**config.mk**
```make
export PLATFORM = sky130hd
export DESIGN_NAME = mem_port_arbiter
export DESIGN_NICKNAME = d
export VERILOG_FILES = /design/src/rtl/mem_port_arbiter_pkg.sv /design/src/rtl/mem_port_arbiter_starve_counter.sv /design/src/rtl/mem_port_arbiter.sv
export SDC_FILE = /design/constraint.sdc
export NUM_CORES = 1
export LEC_CHECK = 0
export BUFFER_PORTS_ARGS = -buffer_cell sky130_fd_sc_hd__buf_2
export CAP_MARGIN = 20
export CORE_AREA = 10 10 83 85
export CTS_CLUSTER_DIAMETER = 150
export DETAILED_ROUTE_END_ITERATION = 8
export DIE_AREA = 0 0 93 95
export PLACE_DENSITY = 0.77
export SYNTH_ARGS = -nofsm -noshare
export SYNTH_HDL_FRONTEND = slang
export SYNTH_SLANG_ARGS = --single-unit
export TNS_END_PERCENT = 1
```
**constraint.sdc**
```tcl
create_clock -name clk -period 1.6 [get_ports clk]
set_input_delay 0.08 -clock clk [delete_from_list [all_inputs] [get_ports clk]]
set_output_delay 0.08 -clock clk [all_outputs]
set_load 0.005 [all_outputs]
```
**src/rtl/mem_port_arbiter_pkg.sv**
```systemverilog
// Shared types and constants for the two-port data-memory arbiter.
package mem_arb_pkg;

    typedef enum logic {
        NORMAL = 1'b0,
        FORCE  = 1'b1
    } arb_state_t;

    localparam int PORT_PIPE = 0;
    localparam int PORT_AUX  = 1;

    localparam int DEF_ADDR_W     = 16;
    localparam int DEF_DATA_W     = 16;
    localparam int DEF_STARVE_MAX = 4;
    localparam int SC_W           = 4;

endpackage

```
**src/rtl/mem_port_arbiter_starve_counter.sv**
```systemverilog
// Saturating count of consecutive port-1 denials.
// at_max reports that the value being loaded this edge equals STARVE_MAX.
module starve_counter
    import mem_arb_pkg::*;
#(
    parameter int STARVE_MAX = DEF_STARVE_MAX
) (
    input  logic            clk,
    input  logic            rst,
    input  logic            inc,
    input  logic            clr,
    output logic [SC_W-1:0] sc,
    output logic            at_max
);

    localparam logic [SC_W-1:0] MAX_C = SC_W'(STARVE_MAX);

    logic [SC_W-1:0] sc_next;

    always_comb begin
        sc_next = sc;
        if (clr) begin
            sc_next = '0;
        end else if (inc && (sc != MAX_C)) begin
            sc_next = sc + 1'b1;
        end
        at_max = (sc_next == MAX_C);
    end

    always_ff @(posedge clk) begin
        if (rst) begin
            sc <= '0;
        end else begin
            sc <= sc_next;
        end
    end

endmodule

```
**src/rtl/mem_port_arbiter.sv**
```systemverilog
// Arbitrates memory2c between the pipeline (port 0, priority) and an aux agent
// (port 1), with a starvation-forced grant and registered read return.
//
// state  | meaning
// NORMAL | port 0 wins whenever it requests; port 1 takes idle cycles
// FORCE  | one cycle reserved for port 1 after STARVE_MAX denials
module mem_port_arbiter
    import mem_arb_pkg::*;
#(
    parameter int ADDR_W     = DEF_ADDR_W,
    parameter int DATA_W     = DEF_DATA_W,
    parameter int STARVE_MAX = DEF_STARVE_MAX
) (
    input  logic              clk,
    input  logic              rst,
    input  logic              p0_req,
    input  logic              p0_wr,
    input  logic [ADDR_W-1:0] p0_addr,
    input  logic [DATA_W-1:0] p0_wdata,
    input  logic              p0_flush,
    output logic              p0_gnt,
    output logic              p0_stall,
    output logic              p0_rvalid,
    output logic [DATA_W-1:0] p0_rdata,
    input  logic              p1_req,
    input  logic              p1_wr,
    input  logic [ADDR_W-1:0] p1_addr,
    input  logic [DATA_W-1:0] p1_wdata,
    output logic              p1_gnt,
    output logic              p1_rvalid,
    output logic [DATA_W-1:0] p1_rdata,
    output logic [ADDR_W-1:0] mem_addr,
    output logic [DATA_W-1:0] mem_wdata,
    output logic              mem_wr,
    output logic              mem_en,
    input  logic [DATA_W-1:0] mem_rdata
);

    arb_state_t      state, state_next;
    logic            r0, r1;
    logic [1:0]      gnt;
    logic            sc_inc, sc_clr, sc_at_max;
    logic [SC_W-1:0] sc;
    logic            p0_rvalid_q, p1_rvalid_q;

    assign r0 = p0_req & ~p0_flush;
    assign r1 = p1_req;

    always_comb begin
        gnt        = 2'b00;
        state_next = state;
        case (state)
            NORMAL: begin
                gnt[PORT_PIPE] = r0;
                gnt[PORT_AUX]  = r1 & ~r0;
                if (sc_at_max) begin
                    state_next = FORCE;
                end
            end
            FORCE: begin
                gnt[PORT_AUX] = r1;
                state_next    = NORMAL;
            end
            default: begin
                state_next = NORMAL;
            end
        endcase
    end

    assign p0_gnt   = gnt[PORT_PIPE];
    assign p1_gnt   = gnt[PORT_AUX];
    assign p0_stall = r0 & ~p0_gnt;

    assign sc_inc = r1 & ~p1_gnt;
    assign sc_clr = p1_gnt | ~r1;

    starve_counter #(
        .STARVE_MAX (STARVE_MAX)
    ) u_starve (
        .clk    (clk),
        .rst    (rst),
        .inc    (sc_inc),
        .clr    (sc_clr),
        .sc     (sc),
        .at_max (sc_at_max)
    );

    always_comb begin
        mem_addr  = '0;
        mem_wdata = '0;
        mem_wr    = 1'b0;
        mem_en    = p0_gnt | p1_gnt;
        if (p0_gnt) begin
            mem_addr  = p0_addr;
            mem_wdata = p0_wdata;
            mem_wr    = p0_wr;
        end else if (p1_gnt) begin
            mem_addr  = p1_addr;
            mem_wdata = p1_wdata;
            mem_wr    = p1_wr;
        end
    end

    always_ff @(posedge clk) begin
        if (rst) begin
            state       <= NORMAL;
            p0_rvalid_q <= 1'b0;
            p1_rvalid_q <= 1'b0;
            p0_rdata    <= '0;
            p1_rdata    <= '0;
        end else begin
            state       <= state_next;
            p0_rvalid_q <= p0_gnt & ~p0_wr;
            p1_rvalid_q <= p1_gnt & ~p1_wr;
            if (p0_gnt && !p0_wr) begin
                p0_rdata <= mem_rdata;
            end
            if (p1_gnt && !p1_wr) begin
                p1_rdata <= mem_rdata;
            end
        end
    end

    // A reset landing the cycle after a read grant must still kill that pulse.
    assign p0_rvalid = p0_rvalid_q & ~rst;
    assign p1_rvalid = p1_rvalid_q & ~rst;

endmodule

```
==> results_dict.tcl <==
set metrics [dict create \
    worstPathMaxFanout 11 \
    synthesis.instances 294 \
    cts.root.buffer_cell "sky130_fd_sc_hd__clkbuf_8" \
    most-common-layout-cells "157 x sky130_fd_sc_hd__buf_2, 128 x sky130_fd_sc_hd__nand2_1, 37 x sky130_fd_sc_hd__dfxtp_1" \
    detailroute.via_count 2444 \
    dp.final_hpwl_um 5850 \
    min-delay-path-class "primary input to register" \
    drt_pass1_iterations 4 \
    initialDrtViolationCount 98 \
    grt_antenna_before_repair 0 \
    num_rows 27 \
    initial_core_util 0.370 \
    boundaryPins 158 \
    clock_latency_ns 0.29 \
    antenna_diode_count 0 \
    cts_hold_buffers 0 \
    final_antenna_net_count 0 \
    place.gp.congestion 0.799 \
    final_layout_size_suffix_gt1_frac 0.414 \
    die-area_um2 8840 \
    combPwrFrac 0.223 \
    criticalPathCategory "register to output pin" \
    synth_area_um2 1970 \
    arrival_ns 1.50 \
    cts_tree "built" \
    ys.flop_type "sky130_fd_sc_hd__dfxtp_1" \
    grt_max_degree 38 \
    netSwitchingPower_uw 591 \
    yosysSeqAreaShare 0.395 \
    cp-end-kind "output pin" \
    final_period_minus_worst_setup_slack_ns 1.58 \
    number_of_pins_exceeding_their_max_slew_limit_in_the_final_report 0 \
    mappedNetlistNets 383 \
    floorplan.die.width_um 93 \
    tritoncts.num_buffers 5 \
    grt_setup_unrepaired "yes" \
    grt-ovfl-total 0 \
    synth_area_leader_cell "sky130_fd_sc_hd__dfxtp_1" \
    ir_drop_mv 0.420 \
    timing.final.setup_violations 0 \
    synth_warnings 0 \
    ys_seq_elements 39 \
    slew_at_the_pin_closest_to_its_max_slew_limit_ns 0.644 \
    grt_util_overall 0.164 \
    htreeDepth 2 \
    wirelength_um 7450 \
    finish.net_count 540 \
    wire_per_inst_um 14.2 \
    pwr-share-seq 0.476 \
    cap_violations 0 \
    port-buffer-count 157 \
    final.setup.tns_ns 0 \
    cellPowerDensity_nw_per_um2 708 \
    synth_async_sr_flop_share 0 \
    leakage_nw 1.52 \
    status "finished, final reports clean" \
    timing.critical_path.from_type "register" \
    number_of_global_route_vias_before_repair 2456 \
    fin_crit_sh 0.985 \
    clock_sink_count 39 \
    setup_slack_ns 0.0242 \
    pre_cts_ws_ns 0.0232 \
    hold-path-cell-count 3 \
    finalHoldWorstSlack_ns 0.0347 \
    drt_drc_violations_left 0 \
    finalHoldViolations 0 \
    max_slew_margin 0.570 \
    floorplan.core_area_um2 5340 \
    power_report.internal_total_mw 1.55 \
    syn_to_final_growth_pct 53.2 \
    timing.fmax_ghz 0.635 \
    timing.critical_path.required_ns 1.52 \
    finalClockSkew_ns 0.00326 \
    power.switching_fraction 0.276 \
    post_synth.cell_area_avg_um2 6.72 \
    most_common_cell_after_layout_fill_and_taps_aside "sky130_fd_sc_hd__buf_2" \
    path_clk_slew_ns 0.07 \
    synth.distinct_cells 30 \
    area_share_of_the_largest_cell_type_after_synthesis 0.395 \
    grt_pass1_wl_um 11800 \
    synth_edf_count 0 \
    clockBufferDepth 2 \
    timing.reg2reg.worst_path_depth 7 \
    viasPerCell 4.66 \
    die_h_um 95 \
    yosys-top-cells-area "sky130_fd_sc_hd__dfxtp_1 40%, sky130_fd_sc_hd__nand2_1 24%, sky130_fd_sc_hd__a21oi_1 8.6%" \
    power_frac_clock 0.301 \
]
kinds of logic (layout without fill, tap and decap cells):
family                   count (synthesis)  count (layout)  share of synthesized area
AND/OR/NAND/NOR                        154             154                      0.329
AO/OA/AOI/OAI                           72              72                      0.191
flip-flops                              39              39                      0.395
buffers and inverters                   25             183                     0.0627
adder cells (fa/ha/maj)                  2               2                     0.0127
XOR/XNOR                                 1               1                    0.00444
multiplexers                             1               1                    0.00507
synthesized netlist by cell type, drive strengths merged (2+ instances only):
master / n
nand2: 128
nor2b: 3
nand2b: 2
nor3: 2
o21ai: 34
clkbuf: 12
nand3b: 2
nor3b: 2
nor2: 8
a21oi: 34
ha: 2
inv: 3
buf: 10
dfxtp: 39
routing by layer:
layer | share of wire | vias to the layer above | global-route usage
met2 | 0.50 | 88 | 0.282
li1 | - | 1272 | -
met5 | 0 | - | 0
met1 | 0.40 | 1074 | 0.178
met3 | 0.094 | 10 | 0.0738
met4 | 0.012 | 0 | 0.0514
power by group through the flow:
stage	Combinational, mW	Sequential (mW)	Clock [mW]
2_1_floorplan	0.188	1.04	0
3_3_place_gp	0.430	1.04	0
3_5_place_dp	0.436	1.04	0
4_1_cts	0.459	1.02	0.670
5_1_grt	0.539	1.02	0.701
6_report	0.478	1.02	0.644
critical path, cell delays in order (launching register included):
cell and delay (ns):
sky130_fd_sc_hd__dfxtp_2 0.34, sky130_fd_sc_hd__nor3b_4 0.26, sky130_fd_sc_hd__buf_6 0.19, sky130_fd_sc_hd__clkbuf_16 0.16, sky130_fd_sc_hd__nand2_1 0.06, sky130_fd_sc_hd__o21ai_1 0.07, sky130_fd_sc_hd__buf_2 0.13
metrics by stage:
stage / std cells / cell area, µm² / total power [mW] / utilization
after global routing: 524 / 3020 / 2.26 / 0.567
final: 524 / 3020 / 2.14 / 0.567
after CTS: 522 / 2960 / 2.15 / 0.555
after floorplan: 294 / 1970 / 1.23 / -
after global placement: 511 / 2810 / 1.47 / 0.527
after detailed placement: 511 / 2810 / 1.48 / 0.527
registers in the layout, summed over array words and instances, names as in the netlist:
register     flops
p1_rvalid_q      1
p1_rdata        16
p0_rvalid_q      1
u_starve.sc      4
p0_rdata        16
state            1
final cells by class:
class / count / area (µm²)
inverters: 3 / 11.3
repair buffers: 172 / 971
clock inverters: 2 / 12.5
clock buffers: 6 / 72.6
well taps: 72 / 90.1
fillers: 523 / 2310
multi-input cells: 230 / 1080
flip-flops and latches: 39 / 783
repair_timing:
item                       in CTS  in global routing
setup endpoints to repair      25                 54
pin swaps                       1                  2
cloned                          1                  1
setup buffers                   2                  1
gates resized for setup         7                 28
path summary, 6_finish.rpt:
| path | startpoint | endpoint | slack (ns) |
|---|---|---|---|
| max | state$_SDFF_PP0_ | mem_addr[7] | 0.02 |
| min reg2reg | p1_rdata[11]$_SDFFE_PP0P_ | p1_rdata[11]$_SDFFE_PP0P_ | 0.46 |
| max reg2reg | state$_SDFF_PP0_ | p0_rdata[6]$_SDFFE_PP0P_ | 0.09 |
| min | mem_rdata[1] | p0_rdata[1]$_SDFFE_PP0P_ | 0.03 |
(Power assumes the default switching activity.)
